## src/rtl/csr_uart_pkg.sv

```systemverilog
// csr_uart_pkg: CSR offsets, modify encodings, register bit positions and UART FSM states
package csr_uart_pkg;
  localparam logic [11:0] OFF_DATA = 12'd0;
  localparam logic [11:0] OFF_STATUS = 12'd1;
  localparam logic [11:0] OFF_DIV = 12'd2;
  localparam logic [1:0] MOD_NONE = 2'd0;
  localparam logic [1:0] MOD_WRITE = 2'd1;
  localparam logic [1:0] MOD_SET = 2'd2;
  localparam logic [1:0] MOD_CLEAR = 2'd3;
  localparam int ST_RX_OVF = 16;
  localparam int ST_TX_OVF = 17;
  localparam int ST_FRAME = 18;
  localparam int ST_IRQ_EN = 24;
  localparam int DATA_RX_EMPTY = 8;
  localparam int DATA_TX_FULL = 9;
  localparam logic [15:0] DIV_MIN = 16'd4;
  typedef enum logic [1:0] {S_IDLE, S_START, S_DATA, S_STOP} uart_st_e;
  function automatic logic [15:0] csr_op(input logic [15:0] old, input logic [1:0] op, input logic [15:0] wd);
    return op == MOD_WRITE ? wd : op == MOD_SET ? old | wd : op == MOD_CLEAR ? old & ~wd : old;
  endfunction
endpackage

```

## src/rtl/uart_fifo.sv

```systemverilog
// uart_fifo: synchronous show-ahead FIFO; ports push/pop/din in, dout/empty/full/count out
module uart_fifo #(
  parameter int WIDTH = 8,
  parameter int DEPTH = 16
) (
  input  logic                     clk,
  input  logic                     rst,
  input  logic                     push,
  input  logic                     pop,
  input  logic [WIDTH-1:0]         din,
  output logic [WIDTH-1:0]         dout,
  output logic                     empty,
  output logic                     full,
  output logic [$clog2(DEPTH):0]   count
);
  localparam int AW = $clog2(DEPTH);
  logic [WIDTH-1:0] mem_q [DEPTH];
  logic [AW-1:0] wp_q, rp_q;
  logic [AW:0] count_q;
  logic do_push, do_pop;
  assign empty = count_q == '0;
  assign full = count_q == (AW+1)'(DEPTH);
  assign count = count_q;
  assign dout = mem_q[rp_q];
  assign do_pop = pop & ~empty;
  // a push into a full FIFO still lands when the same edge frees a slot
  assign do_push = push & (~full | do_pop);
  always_ff @(posedge clk) if (do_push) mem_q[wp_q] <= din;
  always_ff @(posedge clk) begin
    if (rst) begin
      wp_q <= '0;
      rp_q <= '0;
      count_q <= '0;
    end else begin
      wp_q <= do_push ? wp_q + AW'(1) : wp_q;
      rp_q <= do_pop ? rp_q + AW'(1) : rp_q;
      count_q <= count_q + (AW+1)'(do_push) - (AW+1)'(do_pop);
    end
  end
endmodule

```

## src/rtl/csr_uart_fifo.sv

```systemverilog
// csr_uart_fifo: CSR-mapped 8N1 UART with TX/RX FIFOs; ports CSR read/modify/wdata/addr -> rdata/valid, serial rx/tx, irq_rx
module csr_uart_fifo import csr_uart_pkg::*; #(
  parameter logic [11:0] CSR_BASE = 12'hBC0,
  parameter int CLOCK_RATE = 100_000_000,
  parameter int BAUD_RATE = 115200,
  parameter int TX_DEPTH = 16,
  parameter int RX_DEPTH = 16
) (
  input  logic        clk,
  input  logic        rst,
  input  logic        read,
  input  logic [2:0]  modify,
  input  logic [31:0] wdata,
  input  logic [11:0] addr,
  output logic [31:0] rdata,
  output logic        valid,
  input  logic        rx,
  output logic        tx,
  output logic        irq_rx
);
  localparam int TXW = $clog2(TX_DEPTH) + 1;
  localparam int RXW = $clog2(RX_DEPTH) + 1;
  localparam logic [15:0] RST_DIV = 16'(CLOCK_RATE / BAUD_RATE);
  logic [11:0] off;
  logic [1:0] op;
  logic hit, sel_data, sel_status, sel_div;
  logic tx_push, tx_pop, tx_empty, tx_full, tx_end;
  logic rx_push, rx_pop, rx_empty, rx_full, rx_end, rx_ferr;
  logic [7:0] tx_dout, rx_dout;
  logic [TXW-1:0] tx_count;
  logic [RXW-1:0] rx_count;
  logic rx_ovf_q, rx_ovf_d, tx_ovf_q, tx_ovf_d, ferr_q, ferr_d, irq_en_q, irq_en_d, irq_q;
  logic [15:0] div_q, div_d, eff_div, en_t;
  logic [2:0] w1c;
  uart_st_e tx_st_q, rx_st_q;
  logic [15:0] tx_cnt_q, tx_div_q, rx_cnt_q, rx_div_q;
  logic [2:0] tx_bit_q, rx_bit_q;
  logic [7:0] tx_sh_q, rx_sh_q;
  logic tx_q, s1_q, s2_q, prev_q;
  logic unused;
  assign unused = ^{wdata[31:25], wdata[23:19], modify[2]};
  // wrapping subtraction keeps the decode correct even for a base near 12'hFFF
  assign off = addr - CSR_BASE;
  assign op = modify[1:0];
  assign hit = off < 12'd3;
  assign sel_data = hit & (off == OFF_DATA);
  assign sel_status = hit & (off == OFF_STATUS);
  assign sel_div = hit & (off == OFF_DIV);
  assign valid = hit & (read | (op != MOD_NONE));
  assign tx_push = sel_data & (op != MOD_NONE);
  assign rx_pop = sel_data & read & ~rx_empty;
  assign eff_div = div_q < DIV_MIN ? DIV_MIN : div_q;
  assign tx = tx_q;
  assign irq_rx = irq_q;
  always_comb begin
    rdata = !hit ? 32'h0 :
            sel_data ? {22'h0, tx_full, rx_empty, rx_empty ? 8'h0 : rx_dout} :
            sel_status ? {7'h0, irq_en_q, 5'h0, ferr_q, tx_ovf_q, rx_ovf_q, 8'(tx_count), 8'(rx_count)} :
            {16'h0, div_q};
  end
  always_comb begin
    w1c = (sel_status && (op == MOD_WRITE || op == MOD_SET)) ? wdata[ST_FRAME:ST_RX_OVF] : 3'b0;
    rx_ovf_d = (rx_ovf_q & ~w1c[0]) | (rx_push & rx_full & ~rx_pop);
    tx_ovf_d = (tx_ovf_q & ~w1c[1]) | (tx_push & tx_full & ~tx_pop);
    ferr_d = (ferr_q & ~w1c[2]) | rx_ferr;
    en_t = csr_op(16'(irq_en_q), op, 16'(wdata[ST_IRQ_EN]));
    irq_en_d = sel_status ? en_t[0] : irq_en_q;
    div_d = sel_div ? csr_op(div_q, op, wdata[15:0]) : div_q;
  end
  always_ff @(posedge clk) begin
    if (rst) begin
      rx_ovf_q <= 1'b0;
      tx_ovf_q <= 1'b0;
      ferr_q <= 1'b0;
      irq_en_q <= 1'b0;
      irq_q <= 1'b0;
      div_q <= RST_DIV;
    end else begin
      rx_ovf_q <= rx_ovf_d;
      tx_ovf_q <= tx_ovf_d;
      ferr_q <= ferr_d;
      irq_en_q <= irq_en_d;
      irq_q <= irq_en_q & ~rx_empty;
      div_q <= div_d;
    end
  end
  uart_fifo #(.WIDTH(8), .DEPTH(TX_DEPTH)) u_tx_fifo (
    .clk(clk), .rst(rst), .push(tx_push), .pop(tx_pop), .din(wdata[7:0]),
    .dout(tx_dout), .empty(tx_empty), .full(tx_full), .count(tx_count)
  );
  uart_fifo #(.WIDTH(8), .DEPTH(RX_DEPTH)) u_rx_fifo (
    .clk(clk), .rst(rst), .push(rx_push), .pop(rx_pop), .din(rx_sh_q),
    .dout(rx_dout), .empty(rx_empty), .full(rx_full), .count(rx_count)
  );
  assign tx_end = tx_cnt_q == tx_div_q - 16'd1;
  // a frame starts from IDLE, or straight from the end of STOP for back-to-back bytes
  assign tx_pop = ~tx_empty & (tx_st_q == S_IDLE || (tx_st_q == S_STOP && tx_end));
  always_ff @(posedge clk) begin
    if (rst) begin
      tx_st_q <= S_IDLE;
      tx_cnt_q <= '0;
      tx_div_q <= '0;
      tx_bit_q <= '0;
      tx_sh_q <= '0;
      tx_q <= 1'b1;
    end else if (tx_pop) begin
      tx_st_q <= S_START;
      tx_cnt_q <= '0;
      tx_div_q <= eff_div;
      tx_sh_q <= tx_dout;
      tx_q <= 1'b0;
    end else if (tx_st_q != S_IDLE) begin
      tx_cnt_q <= tx_end ? '0 : tx_cnt_q + 16'd1;
      if (tx_end)
        case (tx_st_q)
          S_START: begin
            tx_st_q <= S_DATA;
            tx_q <= tx_sh_q[0];
            tx_bit_q <= '0;
          end
          S_DATA: begin
            tx_st_q <= tx_bit_q == 3'd7 ? S_STOP : S_DATA;
            tx_q <= tx_bit_q == 3'd7 ? 1'b1 : tx_sh_q[1];
            tx_sh_q <= tx_sh_q >> 1;
            tx_bit_q <= tx_bit_q + 3'd1;
          end
          default: tx_st_q <= S_IDLE;
        endcase
    end
  end
  // START waits half a bit so every later sample falls mid-bit
  assign rx_end = rx_cnt_q == (rx_st_q == S_START ? (rx_div_q >> 1) : rx_div_q) - 16'd1;
  assign rx_push = rx_st_q == S_STOP && rx_end && s2_q;
  assign rx_ferr = rx_st_q == S_STOP && rx_end && !s2_q;
  always_ff @(posedge clk) begin
    if (rst) begin
      s1_q <= 1'b1;
      s2_q <= 1'b1;
      prev_q <= 1'b1;
      rx_st_q <= S_IDLE;
      rx_cnt_q <= '0;
      rx_div_q <= '0;
      rx_bit_q <= '0;
      rx_sh_q <= '0;
    end else begin
      s1_q <= rx;
      s2_q <= s1_q;
      prev_q <= s2_q;
      if (rx_st_q == S_IDLE) begin
        rx_st_q <= (prev_q & ~s2_q) ? S_START : S_IDLE;
        rx_cnt_q <= '0;
        rx_div_q <= eff_div;
      end else begin
        rx_cnt_q <= rx_end ? '0 : rx_cnt_q + 16'd1;
        if (rx_end)
          case (rx_st_q)
            S_START: begin
              rx_st_q <= s2_q ? S_IDLE : S_DATA;
              rx_bit_q <= '0;
            end
            S_DATA: begin
              rx_st_q <= rx_bit_q == 3'd7 ? S_STOP : S_DATA;
              rx_sh_q <= {s2_q, rx_sh_q[7:1]};
              rx_bit_q <= rx_bit_q + 3'd1;
            end
            default: rx_st_q <= S_IDLE;
          endcase
      end
    end
  end
endmodule
```

## config.mk

```make
export PLATFORM = sky130hd
export DESIGN_NAME = csr_uart_fifo
export DESIGN_NICKNAME = d
export VERILOG_FILES = /design/src/rtl/csr_uart_pkg.sv /design/src/rtl/uart_fifo.sv /design/src/rtl/csr_uart_fifo.sv
export SDC_FILE = /design/constraint.sdc
export NUM_CORES = 1
export LEC_CHECK = 0
export CAP_MARGIN = 20
export CORE_UTILIZATION = 35
export DETAILED_ROUTE_END_ITERATION = 8
export MAX_ROUTING_LAYER = met4
export PLACE_DENSITY = 0.59
export SYNTH_ARGS = -nofsm -noshare
export SYNTH_HDL_FRONTEND = slang
export SYNTH_SLANG_ARGS = --single-unit
```

## constraint.sdc

```tcl
create_clock -name clk -period 7.3 [get_ports clk]
set_input_delay 1.46 -clock clk [delete_from_list [all_inputs] [get_ports clk]]
set_output_delay 1.46 -clock clk [all_outputs]
set_load 0.02 [all_outputs]
```

==> flow_metrics.env <==
export IMPL_cts_buffers=42
export IMPL_final_fill_count=4731
export IMPL_track_usage=0.165
export IMPL_slew_headroom=0.280
export IMPL_regToRegEndpoint="u_rx_fifo.count[4]"
export IMPL_clock_sinks=405
export IMPL_ys_ff_latch=405
export IMPL_yosys_cell_count_top_type="edfxtp_1"
export IMPL_syn_area_per_cell_um2=12.6
export IMPL_cts_setup_buffers=0
export IMPL_clock_latency_ns=0.56
export IMPL_via_per_inst=5.32
export IMPL_row_count=83
export IMPL_first_pass_iters=5
export IMPL_worst_ep_arrival_time_ns=4.79
export IMPL_rr_worst_depth=19
export IMPL_period_minus_slack_ns=6.25
export IMPL_grt_pass1_vias=11600
export IMPL_worst_slew_pin_transition_ns=1.08
export IMPL_skew_ns=0.0215
export IMPL_cts_resized=0
export IMPL_clk_path_buf_depth=3
export IMPL_place_inst=2138
export IMPL_antenna_found_initial=0
export IMPL_finalHoldViolCount=0
export IMPL_hold_class="reg2reg"
export IMPL_seq_area_frac_synth=0.575
export IMPL_hpwl_mm=29.3
export IMPL_drt_iter0_drc=995
export IMPL_hold_end="s2_q"
export IMPL_grt_max_degree=57
export IMPL_pin_count=86
export IMPL_synth_async_reset_ratio=0
export IMPL_fmaxAchievable_mhz=160
export IMPL_finalWeightedCongestion=0.880
export IMPL_drv_slew=0
export IMPL_synth_top_flop_cell="edfxtp_1"
export IMPL_synthDistinctLibCells=71
export IMPL_multi_input_area_mm2=0.00728
export IMPL_root_buffer="clkbuf_16"
export IMPL_fin_tns_setup_ns=0
export IMPL_drv_cap=0
export IMPL_power_total_mw=5.61
export IMPL_htree_levels=2
export IMPL_vdd_drop_max_v=0.000234
export IMPL_start_util=0.358
export IMPL_min_from="s1_q"
export IMPL_routed_wl_mm=42.6
export IMPL_finalSetupViolCount=0
export IMPL_port_buffers=60
export IMPL_die_h_um=232
export IMPL_final_area_mm2=0.0211
export IMPL_cts_tree="done"
export IMPL_yosysTopAreaCellShare=0.414
export IMPL_cp_start_kind="input pin"
export IMPL_synth_top_area_cell="edfxtp_1"
export IMPL_leakage_nw=7.19
export IMPL_yosys_top_cells_count="256 x edfxtp_1, 149 x dfxtp_1, 116 x nor2_1"
export IMPL_floorplan_die_area_mm2=0.0539
export IMPL_fin_nets=1599
export IMPL_ff_latch_area_mm2=0.0107
export IMPL_fp_dieW_um=232
export IMPL_status="complete, no violations"
export IMPL_vias=11800
export IMPL_power_density_mw_per_mm2=265
export IMPL_core_area_mm2=0.0518
export IMPL_synth_warnings=0
export IMPL_reg2reg_slack_ns=1.81
export IMPL_required_ns=5.84
export IMPL_synth_area_mm2=0.0185
export IMPL_hold_buffers=0
export IMPL_synth_cells=1470
export IMPL_wl_per_cell_um=19.2
export IMPL_holdPathStages=1
export IMPL_placed_area_mm2=0.0197
export IMPL_drive_gt1_frac=0.121
export IMPL_r2r_start="rx_st_q[1]"
export IMPL_path_max_fanout=12
export IMPL_grt_remaining_overflow=0
export IMPL_synth_area_top_cells="edfxtp_1 41%, dfxtp_1 16%, mux4_2 9.7%, ha_1 2.8%, nor2_1 2.3%"
export IMPL_rsz0062_at_grt="false"
export IMPL_worstSetupEndpointType="primary output"
export IMPL_synth_edf_count=256
export IMPL_place_ws_ns=1.11
export IMPL_clkTransAtPathRegs_ns=0.06
export IMPL_timing_final_crit_share=0.857
export IMPL_ant_nets=0
export IMPL_grt_first_pass_wirelength_mm=67.1
export IMPL_crit_type="in2out"
export IMPL_drcViolationCount=0
export IMPL_fin_cells=2216
export IMPL_num_antenna_cells=0
export IMPL_fin_ws_ns=1.05
export IMPL_area_growth_pct=14.0
cell usage in the layout, fill, tap and decap left out, drive strengths merged, types with 49 or more instances in the layout:
| master | instances |
|---|---|
| edfxtp | 256 |
| dfxtp | 149 |
| clkbuf | 64 |
| nand2 | 54 |
| o21ai | 60 |
| inv | 57 |
| nor2 | 117 |
| mux4 | 80 |
| and3 | 50 |
| xnor2 | 49 |
| nand3 | 55 |
| a21oi | 65 |
| clkdlybuf4s50 | 59 |
state kept, by name (all words and copies together), names as in the netlist, 8 cells and up, named ones only:
register	cells
rx_cnt_q	16
tx_div_q	16
tx_sh_q	8
u_rx_fifo.mem_q	128
rx_sh_q	8
tx_cnt_q	16
rx_div_q	16
u_tx_fifo.mem_q	128
kinds of logic after synthesis:
logic type      synth area share
xor+xnor                  0.0378
fa+ha+maj                 0.0298
flops                      0.575
mux                        0.119
simple gates               0.123
buf+inv                   0.0349
other cells             0.000202
compound gates            0.0803
layer usage:
layer  global-route usage  vias up  routed length [um]
met3               0.0214       61                2040
met5                    -        -                   0
met4               0.0452        0                 981
met1                0.229     5868               20000
li1                     -     5562                   -
met2                0.252      294               19500
area by class of cell:
class | instances | share of cell area
Inverter | 56 | 0.00994
Sequential cell | 405 | 0.505
Clock inverter | 13 | 0.00769
Clock buffer | 62 | 0.0571
Multi-Input combinational cell | 920 | 0.345
Tap cell | 680 | 0.0402
Timing Repair Buffer | 80 | 0.0355
power by group:
group	leakage, nW	switching (mW)	internal, mW
combinational	2.95	0.546	0.398
sequential	3.58	0.0577	2.48
clock	0.661	0.875	1.25
how the worst max path moves through the flow:
stage | from | to | depth (start not counted)
after floorplan | rx_st_q[1] | u_rx_fifo.count[4] | 24
after global placement | addr[5] | rdata[3] | 7
after detailed placement | addr[5] | rdata[3] | 7
after CTS | addr[5] | rdata[3] | 7
after global routing | addr[5] | rdata[3] | 7
final | addr[5] | rdata[4] | 6
worst max-delay path: stages:
cell	delay (ns)
clkdlybuf4s50_1	0.41
or4_1	0.55
a2111o_1	0.59
nand2b_1	0.42
o22ai_1	0.61
clkdlybuf4s50_1	0.73
stage by stage:
step / utilization / hold WS, ns
after floorplan: - / 0.389
after global placement: 0.381 / 0.401
after detailed placement: 0.381 / 0.393
after CTS: 0.407 / 0.411
after global routing: 0.408 / 0.413
final: 0.408 / 0.412
No activity file was read; power rests on OpenSTA's default activity.
